$ cat src/rtl/kalman_pkg.sv
// Shared fixed-point types and widths for the Kalman filter datapath.
package kalman_pkg;

    localparam int WIDTH      = 16;
    localparam int INT_DIGITS = 5;
    localparam int FRAC       = WIDTH - INT_DIGITS;

    typedef logic signed [WIDTH-1:0]   fixed_t;
    typedef logic signed [2*WIDTH-1:0] prod_t;
    typedef logic                      req_id_t;

endpackage

$ cat src/rtl/fxp_mul.sv
// Converts a full-width fixed-point product back to WIDTH bits (floor shift by FRAC).
// Saturates instead of wrapping when MAC_ARBITER_SAT_EN is defined.
module fxp_mul #(
    parameter int WIDTH = kalman_pkg::WIDTH,
    parameter int FRAC  = kalman_pkg::FRAC
) (
    input  logic signed [2*WIDTH-1:0] i_prod,
    output logic        [WIDTH-1:0]   o_result
);
    import kalman_pkg::*;

`ifdef MAC_ARBITER_SAT_EN
    logic signed [2*WIDTH-1:0] w_shifted;

    assign w_shifted = i_prod >>> FRAC;

    // Overflow whenever the discarded upper bits are not a pure sign extension.
    always_comb begin
        if (w_shifted[2*WIDTH-1:WIDTH-1] == {(WIDTH+1){w_shifted[2*WIDTH-1]}}) begin
            o_result = w_shifted[WIDTH-1:0];
        end else if (w_shifted[2*WIDTH-1]) begin
            o_result = {1'b1, {(WIDTH-1){1'b0}}};
        end else begin
            o_result = {1'b0, {(WIDTH-1){1'b1}}};
        end
    end
`else
    assign o_result = WIDTH'(i_prod >>> FRAC);
`endif

endmodule

$ cat src/rtl/mac_arbiter.sv
// Round-robin arbiter sharing one fixed-point MAC between two requesters.
// Define MAC_ARBITER_SAT_EN to saturate the product and accumulator sum instead of wrapping.
module mac_arbiter #(
    parameter int WIDTH      = kalman_pkg::WIDTH,
    parameter int INT_DIGITS = kalman_pkg::INT_DIGITS
) (
    input  logic                  clk,
    input  logic                  reset,
    input  logic                  clk_en,
    input  logic [1:0]            req_valid,
    output logic [1:0]            req_ready,
    input  logic [1:0][WIDTH-1:0] req_a,
    input  logic [1:0][WIDTH-1:0] req_b,
    input  logic [1:0]            req_first,
    output logic [1:0]            resp_valid,
    output logic [1:0][WIDTH-1:0] resp_data
);
    import kalman_pkg::*;

    localparam int LP_FRAC = WIDTH - INT_DIGITS;

    req_id_t                  w_grant;
    logic                     w_accept;
    logic signed [2*WIDTH-1:0] w_prod;
    logic [WIDTH-1:0]         w_mulOut;
    logic [WIDTH-1:0]         w_sum;
    logic [WIDTH-1:0]         w_newAcc;

    req_id_t                  r_lastGrant;
    logic                     r_opValid;
    logic signed [WIDTH-1:0]  r_opA;
    logic signed [WIDTH-1:0]  r_opB;
    req_id_t                  r_opTag;
    logic                     r_opFirst;
    logic                     r_s1Valid;
    logic signed [2*WIDTH-1:0] r_s1Prod;
    req_id_t                  r_s1Tag;
    logic                     r_s1First;
    logic [1:0][WIDTH-1:0]    r_acc;
    logic [1:0]               r_respValid;
    logic [1:0][WIDTH-1:0]    r_respData;

    // Under contention the requester that did not win last time gets the multiplier.
    always_comb begin
        w_grant = 1'b0;
        if (req_valid == 2'b11) begin
            w_grant = ~r_lastGrant;
        end else if (req_valid[1]) begin
            w_grant = 1'b1;
        end
    end

    assign req_ready = (clk_en && !reset) ? (w_grant ? {req_valid[1], 1'b0} : {1'b0, req_valid[0]})
                                          : 2'b00;
    assign w_accept  = |req_ready;

    assign w_prod = (2*WIDTH)'(r_opA) * (2*WIDTH)'(r_opB);

    fxp_mul #(
        .WIDTH (WIDTH),
        .FRAC  (LP_FRAC)
    ) u_fxpMul (
        .i_prod   (r_s1Prod),
        .o_result (w_mulOut)
    );

`ifdef MAC_ARBITER_SAT_EN
    logic [WIDTH:0] w_wideSum;

    assign w_wideSum = {r_acc[r_s1Tag][WIDTH-1], r_acc[r_s1Tag]} + {w_mulOut[WIDTH-1], w_mulOut};

    always_comb begin
        if (w_wideSum[WIDTH] == w_wideSum[WIDTH-1]) begin
            w_sum = w_wideSum[WIDTH-1:0];
        end else if (w_wideSum[WIDTH]) begin
            w_sum = {1'b1, {(WIDTH-1){1'b0}}};
        end else begin
            w_sum = {1'b0, {(WIDTH-1){1'b1}}};
        end
    end
`else
    assign w_sum = r_acc[r_s1Tag] + w_mulOut;
`endif

    assign w_newAcc = r_s1First ? w_mulOut : w_sum;

    // Accepted operands are captured, multiplied in stage 1, then shifted and accumulated in stage 2.
    always_ff @(posedge clk) begin
        if (reset) begin
            r_lastGrant <= 1'b1;
            r_opValid   <= 1'b0;
            r_opA       <= '0;
            r_opB       <= '0;
            r_opTag     <= 1'b0;
            r_opFirst   <= 1'b0;
            r_s1Valid   <= 1'b0;
            r_s1Prod    <= '0;
            r_s1Tag     <= 1'b0;
            r_s1First   <= 1'b0;
            r_acc       <= '0;
            r_respValid <= '0;
            r_respData  <= '0;
        end else if (clk_en) begin
            r_opValid <= w_accept;
            if (w_accept) begin
                r_opA       <= req_a[w_grant];
                r_opB       <= req_b[w_grant];
                r_opTag     <= w_grant;
                r_opFirst   <= req_first[w_grant];
                r_lastGrant <= w_grant;
            end
            r_s1Valid   <= r_opValid;
            r_s1Prod    <= w_prod;
            r_s1Tag     <= r_opTag;
            r_s1First   <= r_opFirst;
            r_respValid <= 2'b00;
            if (r_s1Valid) begin
                r_acc[r_s1Tag]       <= w_newAcc;
                r_respData[r_s1Tag]  <= w_newAcc;
                r_respValid[r_s1Tag] <= 1'b1;
            end
        end
    end

    assign resp_valid = r_respValid;
    assign resp_data  = r_respData;

endmodule

$ cat config.mk
export PLATFORM = sky130hd
export DESIGN_NAME = mac_arbiter
export DESIGN_NICKNAME = d
export VERILOG_FILES = /design/src/rtl/kalman_pkg.sv /design/src/rtl/fxp_mul.sv /design/src/rtl/mac_arbiter.sv
export SDC_FILE = /design/constraint.sdc
export NUM_CORES = 1
export LEC_CHECK = 0
export BUFFER_PORTS_ARGS = -buffer_cell sky130_fd_sc_hd__buf_2
export CORE_MARGIN = 10
export CORE_UTILIZATION = 35
export DETAILED_ROUTE_END_ITERATION = 10
export HOLD_SLACK_MARGIN = 0.15
export PLACE_DENSITY_LB_ADDON = 0.3
export SKIP_LAST_GASP = 1
export SLEW_MARGIN = 15
export SYNTH_ARGS = -nofsm -noshare
export SYNTH_HDL_FRONTEND = slang
export SYNTH_SLANG_ARGS = --single-unit
$ cat constraint.sdc
create_clock -name clk -period 6.24 [get_ports clk]
set_input_delay 0.312 -clock clk [delete_from_list [all_inputs] [get_ports clk]]
set_output_delay 0.312 -clock clk [all_outputs]
set_load 0.05 [all_outputs]
; ---- Yosys cells after proc, flatten, opt, wreduce, memory -nomap -nowiden
; Cells that the tools add are included.
[totals]
register_bits = 132
inputBits = 71
out_inout_bits = 36
wordCells = 48
[op_classes]
addsub = 1
multipliers = 1
magnitude_cmp = 3
eq_ne = 1
mux = 20
bitwise = 1
reduce_logical = 6
[op_table]
columns = op, count
row1 = 2-to-1 mux 16 bit, 8
row2 = bitwise mux 32 bit, 2
row3 = multiplier 16 x 16 -> 27 bit, 1
row4 = adder 16 bit, 1
row5 = demux 16 bit (select 1 bit), 1
row6 = 2-to-1 mux 2 bit, 3
row7 = 2-to-1 mux 1 bit, 5
row8 = less-than comparator 1 x 2 -> 1 bit (second input constant), 2
row9 = AND reduction 2 bit, 2
row10 = == test 2 bit (second input constant), 1
row11 = logical AND 1 bit, 2
row12 = OR reduction 2 bit, 1
row13 = demux 1 bit (select 1 bit), 1
row14 = greater-or-equal comparator 1 bit (second input constant), 1
row15 = logical NOT 1 bit, 1
row16 = inverter 1 bit, 1

; ---- Longest topological paths before layout
; Gate-level depths: netlist (run 1).
[logic_depth]
word_depth = 6
mapped_depth = 23
depth_no_buf = 22

; ---- Hierarchy
; From an unflattened synthesis (run 1), not the netlist that was laid out.
[hier_totals]
cells_unflattened = 1642
area_unflattened_um2 = 14891.8
[modules_own_cells]
columns = mod, n_inst, cells_each, area_per_inst_um2, seq_area_each_um2
row1 = mac_arbiter, 1, 1626, 14771.7, 2102.0
row2 = fxp_mul, 1, 16, 120.1, 0.0

; ---- Least setup slack after synthesis (run 1)
; OpenSTA, ideal clock, no wires.
[synth_timing]
path_type = register -> register
start = reg r_opB[7]
end = reg r_s1Prod[26]
setup_time_ns = 0.070
t_arrival_ns = 5.869
t_required_ns = 6.170
path_slack_ns = 0.301
stages_incl_launch_ff = 23
n_path_buf = 2
period_less_slack_ns = 5.939
path_cell_list = dfxtp_1 > clkbuf_1 > clkbuf_1 > nand2_1 > fa_1 > inv_1 > fa_1 > inv_1 > fa_1 > inv_1 > fa_1 > fa_1 > inv_1 > fa_1 > inv_1 > ha_1 > nand4_1 > or3_1 > o211ai_2 > a21oi_1 > a211o_1 > mux2_1 > a21oi_1
[synth_between]
elab_chain_len = 1
[synth_rtl]
columns = element, line
row1 = "start, declared", mac_arbiter.sv:32  ; logic signed [WIDTH-1:0] r_opB;
row2 = "start signal, assigned", mac_arbiter.sv:107  ; r_opB <= req_b[w_grant];
row3 = multiplier 16 x 16 -> 27 bit, mac_arbiter.sv:57  ; assign w_prod = (2*WIDTH)'(r_opA) * (2*WIDTH)'(r_opB);
row4 = "end signal, assigned", mac_arbiter.sv:113  ; r_s1Prod <= w_prod;
row5 = "end, declared", mac_arbiter.sv:36  ; logic signed [2*WIDTH-1:0] r_s1Prod;
; Every way passes these cells.
; A chain may end at the register's enable or synchronous reset.

; ---- Worst setup path in the final report (run 1)
[layout_timing]
start = reg r_opA[7]
end = reg r_s1Prod[26]
[layout_between]
elab_chain_len = 1
[layout_rtl]
columns = element, line
row1 = "start, declared", mac_arbiter.sv:31  ; logic signed [WIDTH-1:0] r_opA;
row2 = "start signal, assigned", mac_arbiter.sv:106  ; r_opA <= req_a[w_grant];
row3 = multiplier 16 x 16 -> 27 bit, mac_arbiter.sv:57
; Every way passes these cells.

==> results of run 1 <==
## per-layer routing
layer | GRT usage | wire (um)
met5 | 0 | 0
met4 | 0.0302 | 429
met3 | 0.0280 | 1590
met2 | 0.248 | 15300
met1 | 0.220 | 15800
## repair_timing
item / CTS / global route
endpoints found under the setup margin: 0 / 6
hold endpoints to repair: 0 / 0
resized for setup: 0 / 25
## how the worst min path moves through the flow
| stage | start | endpoint | slack [ns] | cells past startpoint |
|---|---|---|---|---|
| floorplan | req_valid[1] | r_lastGrant | 0.45 | 1 |
| global placement | resp_valid[0] | resp_valid[0] | 0.46 | 2 |
| detailed placement | resp_valid[0] | resp_valid[0] | 0.46 | 2 |
| CTS | req_valid[1] | r_lastGrant | 0.23 | 2 |
| global route | req_valid[1] | r_lastGrant | 0.26 | 2 |
| finish | req_valid[1] | r_lastGrant | 0.25 | 2 |
## critical path, stage by stage, from the launching register on
cell and delay (ns):
sky130_fd_sc_hd__dfxtp_1 0.42, sky130_fd_sc_hd__buf_4 0.21, sky130_fd_sc_hd__nand2_1 0.09, sky130_fd_sc_hd__fa_1 0.49
sky130_fd_sc_hd__inv_1 0.05, sky130_fd_sc_hd__fa_1 0.47, sky130_fd_sc_hd__fa_1 0.60, sky130_fd_sc_hd__fa_1 0.48
sky130_fd_sc_hd__fa_1 0.50, sky130_fd_sc_hd__inv_1 0.05, sky130_fd_sc_hd__fa_1 0.48, sky130_fd_sc_hd__inv_1 0.05
sky130_fd_sc_hd__ha_1 0.35, sky130_fd_sc_hd__nand4_1 0.14, sky130_fd_sc_hd__or3_4 0.42, sky130_fd_sc_hd__o211ai_4 0.28
sky130_fd_sc_hd__a21oi_1 0.11, sky130_fd_sc_hd__a211o_1 0.30, sky130_fd_sc_hd__mux2_1 0.32, sky130_fd_sc_hd__a21oi_1 0.14
## per-stage QoR
step | hold slack, ns | setup WS (ns) | std cells | area (sq um)
2_1_floorplan | 0.451 | 0.301 | 1433 | 12800
3_3_place_gp | 0.456 | 0.105 | 1972 | 13900
3_5_place_dp | 0.461 | 0.0761 | 1972 | 13900
4_1_cts | 0.229 | 0.0499 | 1988 | 14300
5_1_grt | 0.255 | 0.00492 | 1988 | 14300
6_report | 0.251 | 0.218 | 1988 | 14300
## cells in the mapped netlist (all sizes together) (2+ instances only)
library cell / count / area share
inv: 271 / 0.080
fa: 219 / 0.34
nand2: 146 / 0.043
and2: 117 / 0.057
nor2: 100 / 0.029
dfxtp: 89 / 0.14
ha: 88 / 0.086
a211oi: 60 / 0.036
clkbuf: 60 / 0.018
mux2i: 53 / 0.042
a21oi: 38 / 0.015
xnor2: 25 / 0.017
nor3: 19 / 0.0075
o21ai: 18 / 0.0071
mux2: 16 / 0.014
buf: 13 / 0.0040
xor2: 10 / 0.0069
nand3: 9 / 0.0035
nand2b: 7 / 0.0034
o21a: 7 / 0.0041
a21o: 6 / 0.0035
a31oi: 6 / 0.0034
nand4: 6 / 0.0029
o31ai: 6 / 0.0035
and3: 4 / 0.0020
nor2b: 4 / 0.0020
a21boi: 2 / 0.0012
a22oi: 2 / 0.0012
a311o: 2 / 0.0016
a311oi: 2 / 0.0014
nand3b: 2 / 0.0012
nor4b: 2 / 0.0019
o21bai: 2 / 0.0012
o22ai: 2 / 0.00098
o311ai: 2 / 0.0014
or2: 2 / 0.00098
or3: 2 / 0.00098
xnor3: 2 / 0.0035
## cell families (layout without fill, tap and decap cells)
kind of cell | count (synthesis) | in the layout | share of synthesized area
compound gates | 161 | 161 | 0.0863
xor+xnor | 37 | 37 | 0.0276
fa+ha+maj | 307 | 307 | 0.430
buf+inv | 345 | 439 | 0.102
flops | 89 | 89 | 0.140
mux | 69 | 69 | 0.0557
simple gates | 425 | 425 | 0.159
## flip-flops by register name, summed over array words and instances, names as in the netlist
| signal | cells |
|---|---|
| r_acc | 32 |
| r_opA | 16 |
| r_opB | 16 |
| r_s1Prod | 16 |
| resp_valid | 2 |
| r_lastGrant | 1 |
| r_opFirst | 1 |
| r_opTag | 1 |
| r_opValid | 1 |
| r_s1First | 1 |
| r_s1Tag | 1 |
| r_s1Valid | 1 |
## cell type report
type                    instances  area (sq um)
fillers                      3605         21400
multi-input cells             999          9750
flip-flops and latches         89          1800
inverters                     272          1020
repair buffers                151           868
well taps                     461           577
clock buffers                  11           233
clock inverters                 5          86.3
## report_power, final
part	switching [mW]	internal, mW	leakage [nW]
combinational	0.443	0.326	5.98
clock	0.250	0.355	0.155
sequential	0.0560	0.606	0.732
==> impl.org, run 1 <==
** Global route
- Number of global-route vias before repair :: 10500
- The first global-routing pass estimated 56.4 mm of wire.
- Antenna violations before repair :: 0
- For this run, the total global-route usage over all layers was measured as 0.157.
- After global routing the overflow that remains totals 0.
- Maximum number of pins on one net before global-route repair :: 58

** Final layout
- Once layout is complete, the utilization of the core stands at 0.401.
- Post-synthesis to final-layout area growth :: 12.4%
- Most frequent cells in the layout :: sky130_fd_sc_hd__inv_1, sky130_fd_sc_hd__fa_1, sky130_fd_sc_hd__nand2_1
- The final layout contains 1900 nets.
- Leaving out fill and tap cells, the most frequent cell in the layout is sky130_fd_sc_hd__inv_1.
- 0 antenna diodes ended up in the layout.
- In the final layout, the share of cells above drive strength 1 is 0.138.

** Detailed routing
- The first detailed-routing pass took 5 iterations.
- In the routed layout, each cell is associated on average with a via count of 4.88.
- Summed over all layers, the routed wires come to 33.0 mm.
- Average wire per cell in the routed design :: 16.6 um
- First-iteration detailed-routing DRC count :: 459
- The routed layout has 9696 vias.
- Remaining DRCs :: 0
- Number of nets with antenna violations after routing :: 0

** Synth
- Synthesis produced a netlist with a net count of 1811.
- Synthesis instantiated 58 different standard cells from the library.
- Fraction of synthesis flops using an asynchronous set or reset pin :: 0
- #FFs+latches synth :: 89
- Synthesis warning total :: 0
- Top_reg_cell synth :: sky130_fd_sc_hd__dfxtp_1
- Synthesis produced 1433 cells.
- For this run, the register share of the synthesized area comes to 0.140.
- Post-synthesis instance area :: 12800 sq um
- In this run the mean area of a mapped cell was 8.90 sq um.
- Yosys mapped a number of flops with a built-in enable equal to 0.

** STA
- Number of hold-slack violations in the final timing report :: 0
- Setup repair after global routing left no endpoint under its margin.
- Post-layout minimum cycle time :: 6.02 ns
- Of the available clock period, the critical path in the final layout requires 0.965.
- Setup violations remaining at the end of the flow were counted as 0.
- For this run, the top clock speed supported by timing is 166 MHz.
- Relative slew slack :: 0.279
- Transition time at the pin with the least slew margin :: 1.08 ns
- The max-slew violation total from the final report is 0.
- Skew final :: 0.0143 ns
- Final total negative setup slack :: 0 ns

** Critical path
- The worst setup path is captured at a flip-flop.
- Along the worst path, the maximum fanout reaches 10.
- In this run the critical register-to-register path is captured at r_s1Prod[26].
- End of the critical path :: r_s1Prod[26]
- Data required time of the critical path :: 6.53 ns
- The setup check on the worst reg-to-reg path leaves a slack of 0.22 ns.
- The number of cells on the worst reg-to-reg path is 19.
- The worst setup path is of the reg2reg kind.
- The worst setup path is launched from a flip-flop.
- Arrival time of data at the critical path endpoint :: 6.32 ns
- Worst reg2reg path startpoint :: r_opA[7]
- Start point of the critical path :: r_opA[7]

** Die
- The initialized floorplan defines 69 standard-cell rows.
- Total I/O pin count :: 107
- Total Die Area :: 44500 sq um
- The floorplan step set the die width to 211 um.
- In this run the standard cell core region covers 35700 sq um.
- Die Y-Extent :: 211 um
- Initial Util :: 0.357

** Clocking
- Buffers inserted during clock tree synthesis total 9.
- In this run the post-CTS setup repair buffer count came out at 0.
- Register clock-pin slew on the reported worst setup and hold paths :: 0.07 ns
- The clock passes through at most 2 buffers.
- Clock latency on the worst-skew pair, taken at its later pin, is 0.36 ns.
- H-tree level count :: 3
- Hold buffer count at CTS :: 0
- Root buffer cell :: sky130_fd_sc_hd__clkbuf_16
- CTS sink cnt :: 89
- TritonCTS built the clock tree.

** Power and ir drop
- VDD sags by at most 0.157 mV.
- The analysis attributes to cell leakage a power of 6.86 nW.
- Dividing total power by cell area gives a power density of 142 nW/um^2.
- Power, Total :: 2.04 mW

** Flow run
- Number of max-capacitance violations reported :: 0

** Placed design
- Number of port buffers :: 106
- Routability congestion estimate from global placement :: 0.865
- Detailed placer's ending HPWL :: 27.8 mm

** Hold path
- The worst hold path belongs to the class in2reg.

** Outcome
- The run finished with clean final reports.
Power figures use the tool's default switching activity.
==> run 2, diff against run 1 <==
PLACE_DENSITY = 0.61   (was default)
PLACE_DENSITY_LB_ADDON = default   (was 0.3)
==> run 2 against run 1 <==
Final cell count about the same. Total power decreased by 2.9%. First-iteration DRC count is 0.65% lower. Worst setup slack improved by 0.015 ns.
==> impl.org, run 2 (synthesis results as in run 1) <==
** Critical path
- The cell that appears most often on the critical path is sky130_fd_sc_hd__fa_1.
- The number of cell instances on the worst register-to-register path came to 19 (unchanged).
- In this run the critical register-to-register path is captured at r_s1Prod[26].
- The setup path with the least slack is of type reg2reg.
- Maximum single-stage delay on the critical path :: 0.54 ns (-0.06 ns)
- STA classifies the critical path startpoint as a flip-flop.
- Reg-to-reg slack, setup :: 0.23 ns (+0.02 ns)
- The required time of the worst setup path was 6.52 ns (about the same).
- The worst-path maximum fanout is 7 (-3).
- The worst setup path is captured at a flip-flop.
- The largest individual stage delay along the critical path comes from the cell sky130_fd_sc_hd__fa_1.
- Walking the worst path, the cells encountered are and2_1 > fa_1 > inv_1 > fa_1 > fa_1 > inv_1 > fa_1 > fa_1 > inv_1 > fa_1 > inv_1 > ha_1 > nand4_1 > or3_4 > o211ai_4 > a21oi_1 > a211o_1 > mux2_1 > a21oi_1.
- Arrival time of data at the critical path endpoint :: 6.29 ns (-0.03 ns)
- Worst reg2reg path startpoint :: r_opA[12]
- In this run the worst setup path begins at r_opA[12].

** Detailed routing
- Average wire per cell in the routed design :: 16.4 um (-1.2%)
- Vias per inst :: 4.84 (-0.72%)
- The remaining number of nets flagged by the antenna check after routing is 0 (unchanged).
- The number of violations reported at the end of detailed-routing iteration 0 is 456 (-0.65%).
- Wire length after detailed routing :: 32.6 mm (-1.2%)
- The number of iterations in the first detailed-routing pass was 5 (unchanged).
- Vias :: 9621 (-0.77%)
- Remaining DRCs :: 0 (unchanged)

** STA
- The hold violation total from the final report was 0 (unchanged).
- Crit path setup slack, layout :: 0.233 ns (+0.0152 ns)
- Skew final :: 0.00807 ns (-0.00618 ns)
- The transition time at the pin with the least slew margin came to 1.10 ns (+0.0196 ns).
- The number of setup violations in the final report came to 0 (unchanged).
- Post-layout minimum cycle time :: 6.01 ns (-0.0152 ns)
- Final cycle utilization of the critical path :: 0.963 (-0.00244)
- The max-slew headroom at the worst pin came to 0.266 (-0.0131).
- The max-slew violation total from the final report came to 0 (unchanged).
- Fmax achieved :: 166 MHz (+0.25%)

** Global route
- The maximum number of pins on one net before global-route repair is 56 (-3.4%).
- The total overflow reported by the global router is 0 (unchanged).
- The met3 usage came to 0.0280 (unchanged).
- The wire length of the first global-routing pass came to 55.0 mm (-2.4%).
- The global routing usage on met1 is 0.211 (-0.00857).
- GRT Overall Usage :: 0.153 (-0.00406)
- met2 is the most crowded layer.
- The via count of the first global-routing pass is 10400 (-1.1%).
- Antenna violations before repair :: 0 (unchanged)
- Global-route met2 utilization :: 0.246 (-0.00200)

** Final layout
- Flip-flop count of the largest register after layout :: 32 (unchanged)
- The number of nets in the finished design came to 1899 (-0.053%).
- Most frequent cells in the layout :: sky130_fd_sc_hd__inv_1, sky130_fd_sc_hd__fa_1, sky130_fd_sc_hd__nand2_1
- Inserted Diodes :: 0 (unchanged)
- Final cell utilization of the core :: 0.399 (-0.00161)
- The number of filler cells placed in the layout was 3635 (+0.83%).
- Post-synthesis to final-layout area growth :: 11.9%
- Fraction of layout cells with a size suffix above 1 :: 0.138 (about the same)
- The library cell used most frequently in the layout, excluding fill and tap cells, is sky130_fd_sc_hd__inv_1.
- The register with the most flip-flops in the final layout is r_acc.

** Power and ir drop
- The standby leakage power is 6.85 nW (-0.23%).
- The worst vdd rail ir drop was 0.164 mV (+4.2%).
- The total power density per cell area was 138 nW/um^2 (-2.5%).

** Placed design
- Detailed placer's ending HPWL :: 27.3 mm (-1.8%)
- Worst setup timing slack at the placement stage :: 0.0876 ns (+0.0115 ns)
- The count of input and output buffers came to 106 (unchanged).
- The weighted congestion reported at the end of routability-driven placement came to 0.879 (+1.7%).

** Hold path
- Hold Path Stages :: 2 (unchanged)
- The tightest min-delay check is of the in2reg type.
- Hold path startpoint :: req_valid[1]
- Terminating pin of the worst hold path :: r_lastGrant

** Clocking
- Root buffer cell :: sky130_fd_sc_hd__clkbuf_16
- The CTS sink count was 89 (unchanged).
- The hold buffer count at CTS was 0 (unchanged).
- The number of buffers on the longest clock path was 2 (unchanged).
- Register clock-pin slew on the reported worst setup and hold paths :: 0.07 ns (about the same)
- TritonCTS Buffers :: 9 (unchanged)
- Clock tree from TritonCTS :: built
- The clock latency on the worst-skew pair came to 0.36 ns (about the same).
- H-tree level count :: 3 (unchanged)

** Die
- The die footprint is 44500 sq um (unchanged).
- The core area was 35700 sq um (unchanged).
- The vertical extent of the die is 211 um (unchanged).
- Total I/O pin count :: 107 (unchanged)
- The effective utilization at floorplan was 0.357 (unchanged).
- Horiz. Die Dim :: 211 um (unchanged)
- Std-Cell Rows :: 69 (unchanged)

** Flow run
- The max-cap violation count is 0 (unchanged).

** Outcome
- Result of the run :: completed
run 2: worst max-delay path by stage:
stage                     slack, ns           end
final                          0.23  r_s1Prod[26]
after global routing         -0.008  r_s1Prod[24]
after CTS                      0.06  r_s1Prod[24]
after detailed placement       0.09  r_s1Prod[24]
after global placement         0.15  r_s1Prod[24]
after floorplan                0.30  r_s1Prod[26]
run 2: layout make-up:
class	instances	area, sq um	area share
timing repair buffer	150	861	0.0603
clock inverter	6	48.8	0.00342
tap	461	577	0.0404
clock buffer	10	239	0.0167
sequential	89	1810	0.127
inverter	272	1020	0.0715
multi-input combinational	999	9720	0.681
run 2: report_power, final:
part / switching, mW / internal (mW)
clock network: 0.268 / 0.287
registers: 0.0593 / 0.605
logic: 0.435 / 0.322
run 2: worst max-delay path, delay by kind of cell, from the launching register on:
family	cells	cell delay, ns
AO/OA/AOI/OAI	4	0.80
adder cells (fa/ha/maj)	7	3.40
multiplexers	1	0.31
flip-flops	1	0.41
buffers and inverters	4	0.21
AND/OR/NAND/NOR	3	0.79
run 2: per-layer routing:
metal | part of all wire | vias up
li1 | - | 4643
met1 | 0.47 | 4752
met2 | 0.46 | 200
met3 | 0.049 | 26
met4 | 0.014 | 0
met5 | 0 | -
run 2: what timing repair did:
item / 4_1_cts / 5_1_grt
setup endpoints to repair: 0 / 6
gates resized for setup: 0 / 25
setup buffers: 0 / 1
run 2: per-stage QoR:
step	hold WS [ns]	setup TNS, ns	power, mW	cells	cell area [sq um]
floorplan	0.451	0	1.18	1433	12800
global placement	0.453	0	1.42	1970	13900
detailed placement	0.456	0	1.42	1970	13900
CTS	0.208	0	1.99	1986	14200
global route	0.244	-0.00780	2.11	1987	14300
finish	0.216	0	1.98	1987	14300
==> run 3, diff against run 2 <==
BUFFER_PORTS_ARGS = default   (was -buffer_cell sky130_fd_sc_hd__buf_2)
DONT_BUFFER_PORTS = 1   (was default)
PLACE_DENSITY = 0.59   (was 0.61)
==> run 3 against run 2 <==
Routed wire length rose by 0.39%. Global-route usage barely moved. Register-to-register slack improved by 0.03 ns. Critical path depth did not move. Non-clock buffer count fell by 105. Critical path type unchanged. Highest routed layer unchanged.
==> impl.org, run 3 (synthesis results as in run 1) <==
** Global route
- The maximum number of pins on one net before global-route repair came to 83 (+48%).
- The total overflow reported by the global router was 0 (unchanged).
- The wire length of the first global-routing pass is 54.4 mm (-1.2%).
- Antenna violations before repair :: 1 (+1)
- Number of global-route vias before repair :: 9975 (-4.3%)
- GRT Overall Usage :: 0.153 (+0.000166)

** Power and ir drop
- Power, Total :: 1.97 mW (-0.30%)
- The standby leakage power is 6.39 nW (-6.7%).
- PwrDens :: 142 nW/um^2 (+3.0%)
- The worst vdd rail ir drop was 0.122 mV (-26%).

** STA
- Final Setup Violations :: 0 (unchanged)
- Relative slew slack :: 0.268 (+0.00216)
- The part of the cycle the worst path needs is 0.958 (-0.00506).
- The clock period minus worst slack came to 5.98 ns (-0.0316 ns).
- The summed negative setup slack over all endpoints came to 0 ns (unchanged).
- Final count of pins violating max slew :: 0 (unchanged)
- Fmax achieved :: 167 MHz (+0.53%)
- Crit path setup slack, layout :: 0.265 ns (+0.0316 ns)
- The hold violation total from the final report was 0 (unchanged).
- The worst clock skew on the final layout is 0.0113 ns (+0.00325 ns).
- Setup repair after global routing missed its margin :: no
- Transition time at the pin with the least slew margin :: 1.10 ns (-0.00323 ns)
- The final hold slack came to 0.169 ns (-0.0471 ns).

** Critical path
- On the critical path, the stage with the largest delay is an instance of sky130_fd_sc_hd__fa_1.
- Arrival time of data at the critical path endpoint :: 6.27 ns (-0.02 ns)
- Critical path buffers and inverters :: 4 (unchanged)
- The worst setup path is launched from a flip-flop.
- CP dominant cell by count :: sky130_fd_sc_hd__fa_1
- Maximum fanout count along the critical path :: 12 (+5)
- The worst setup path is captured at a flip-flop.
- The biggest cell delay along the critical path was 0.54 ns (about the same).
- Grouping stages by cell kind, the critical path spends the most delay in adder cells.
- Critical-path cell list :: and2_1 > fa_1 > inv_1 > fa_1 > inv_1 > fa_1 > fa_1 > fa_1 > inv_1 > fa_1 > inv_1 > ha_2 > nand4_1 > or3_1 > o211ai_4 > a21oi_1 > a211o_1 > mux2_1 > a21oi_1
- The required time of the worst setup path was 6.53 ns (about the same).
- The critical path is of the reg2reg type.

** Final layout
- The flip-flop count of the largest register after layout was 32 (unchanged).
- More flip-flops sit in one register than any other, and that register is r_acc.
- The area growth from synthesis to layout is 8.39%.
- Fraction of layout cells with a size suffix above 1 :: 0.0753 (-0.0623)
- Area taken by multi-input logic gates :: 9740 sq um (+0.18%)
- The library cell used most frequently in the layout, excluding fill and tap cells, is sky130_fd_sc_hd__inv_1.
- The number of nets in the finished design came to 1794 (-5.5%).
- The number of cells in the finished layout apart from fillers came to 1883 (-5.2%).
- The register area was 1820 sq um (+0.48%).
- The number of filler cells placed in the layout came to 3637 (+0.055%).
- Most frequent cells in the layout :: sky130_fd_sc_hd__inv_1, sky130_fd_sc_hd__fa_1, sky130_fd_sc_hd__nand2_1

** Die
- The core area was 35700 sq um (unchanged).
- Horiz. Die Dim :: 211 um (unchanged)
- Initial Util :: 0.357 (unchanged)
- The number of placement rows is 69 (unchanged).
- Total Die Area :: 44500 sq um (unchanged)
- Total I/O pin count :: 107 (unchanged)
- Die Y-Extent :: 211 um (unchanged)

** Flow run
- The max-cap violation count was 0 (unchanged).

** Detailed routing
- The aggregate routed wire length came to 32.8 mm (+0.39%).
- The remaining number of nets flagged by the antenna check after routing came to 0 (unchanged).
- Vias per inst :: 4.93 (+1.7%)
- The number of violations reported at the end of detailed-routing iteration 0 is 382 (-16%).
- The vias after detailed routing came to 9275 (-3.6%).
- Remaining DRCs :: 0 (unchanged)
- First-pass detailed-route iteration total :: 5 (unchanged)
- The per-cell routed wire length came to 17.4 um (+5.9%).

** Placed design
- The cell total after placement is 1862 (-5.5%).
- Detailed placer's ending HPWL :: 27.2 mm (-0.38%)
- Worst setup timing slack at the placement stage :: 0.0424 ns (-0.0452 ns)
- The weighted congestion reported at the end of routability-driven placement came to 0.891 (+1.3%).
- The count of input and output buffers is 0 (-100%).

** Clocking
- H-tree level count :: 3 (unchanged)
- Clk_lat worst skew :: 0.36 ns (about the same)
- The cell sitting at the root of the clock tree is a sky130_fd_sc_hd__clkbuf_16.
- TritonCTS Buffers :: 9 (unchanged)
- Clock tree from TritonCTS :: built
- The clock-pin slew reported for the worst setup and hold paths after clock tree synthesis was 0.07 ns (about the same).
- The number of buffers on the longest clock path came to 2 (unchanged).
- CTS sink cnt :: 89 (unchanged)

** Outcome
- The run finished with clean final reports.

** Hold path
- Hold/Removal Path Class :: in2reg
[run 3: changes by cell type in the layout (fill, tap and decap cells not counted), sizes merged]
cell,previous run,this run
clkinv,2,5
clkbuf,10,9
dlygate4sd3,0,2
clkinvlp,2,0
buf,150,43
diode,0,1
[run 3: final timing paths]
path                                   start      endpoint  slack (ns)  depth (start not counted)
worst max-delay path                r_opA[5]  r_s1Prod[26]        0.26                         19
worst min-delay path                   reset  r_s1Prod[21]        0.17                          1
worst min register to register  r_s1Prod[13]  r_s1Prod[13]        0.49                          2
worst max register to register      r_opA[5]  r_s1Prod[26]        0.26                         19
[run 3: worst reg2reg max path, delay by kind of cell, from the launching register on]
| kind | cells | cell delay, ns |
|---|---|---|
| buffers and inverters | 4 | 0.19 |
| flip-flops | 1 | 0.39 |
| adder cells (fa/ha/maj) | 7 | 3.41 |
| AND/OR/NAND/NOR | 3 | 0.75 |
| multiplexers | 1 | 0.32 |
| AO/OA/AOI/OAI | 4 | 0.83 |
[run 3: report_power, final]
part           leakage, nW  internal [mW]  total [mW]  switching [mW]
sequential           0.734          0.605       0.668          0.0631
combinational         5.50          0.309       0.728           0.419
clock                0.150          0.286       0.574           0.288
total                 6.39           1.20        1.97           0.770
[run 3: metal layers]
metal	share of wire	GRT usage	vias to the layer above	wire length [um]
li1	-	-	4445	-
met1	0.47	0.207	4624	15300
met2	0.47	0.248	184	15200
met3	0.056	0.0340	22	1840
met4	0.011	0.0272	0	365
met5	0	0	-	0
[run 3: stage by stage]
step / instance area (sq um) / util
6_report: 13800 / 0.387
5_1_grt: 13800 / 0.387
4_1_cts: 13700 / 0.384
3_5_place_dp: 13400 / 0.374
3_3_place_gp: 13400 / 0.374
2_1_floorplan: 12800 / -
[run 3: cell type report]
cell class,count,area share
multi-input combinational,999,0.704
sequential,89,0.131
inverter,272,0.0738
tap,461,0.0417
timing repair buffer,45,0.0262
clock buffer,9,0.0163
clock inverter,7,0.00588
antenna,1,0.000181
[run 3: what timing repair did]
item / 4_1_cts / 5_1_grt
resized for setup: 0 / 30
endpoints found under the hold margin: 82 / 0
setup endpoints to repair: 0 / 5
buffers inserted: 0 / 1
hold buffers: 3 / 0
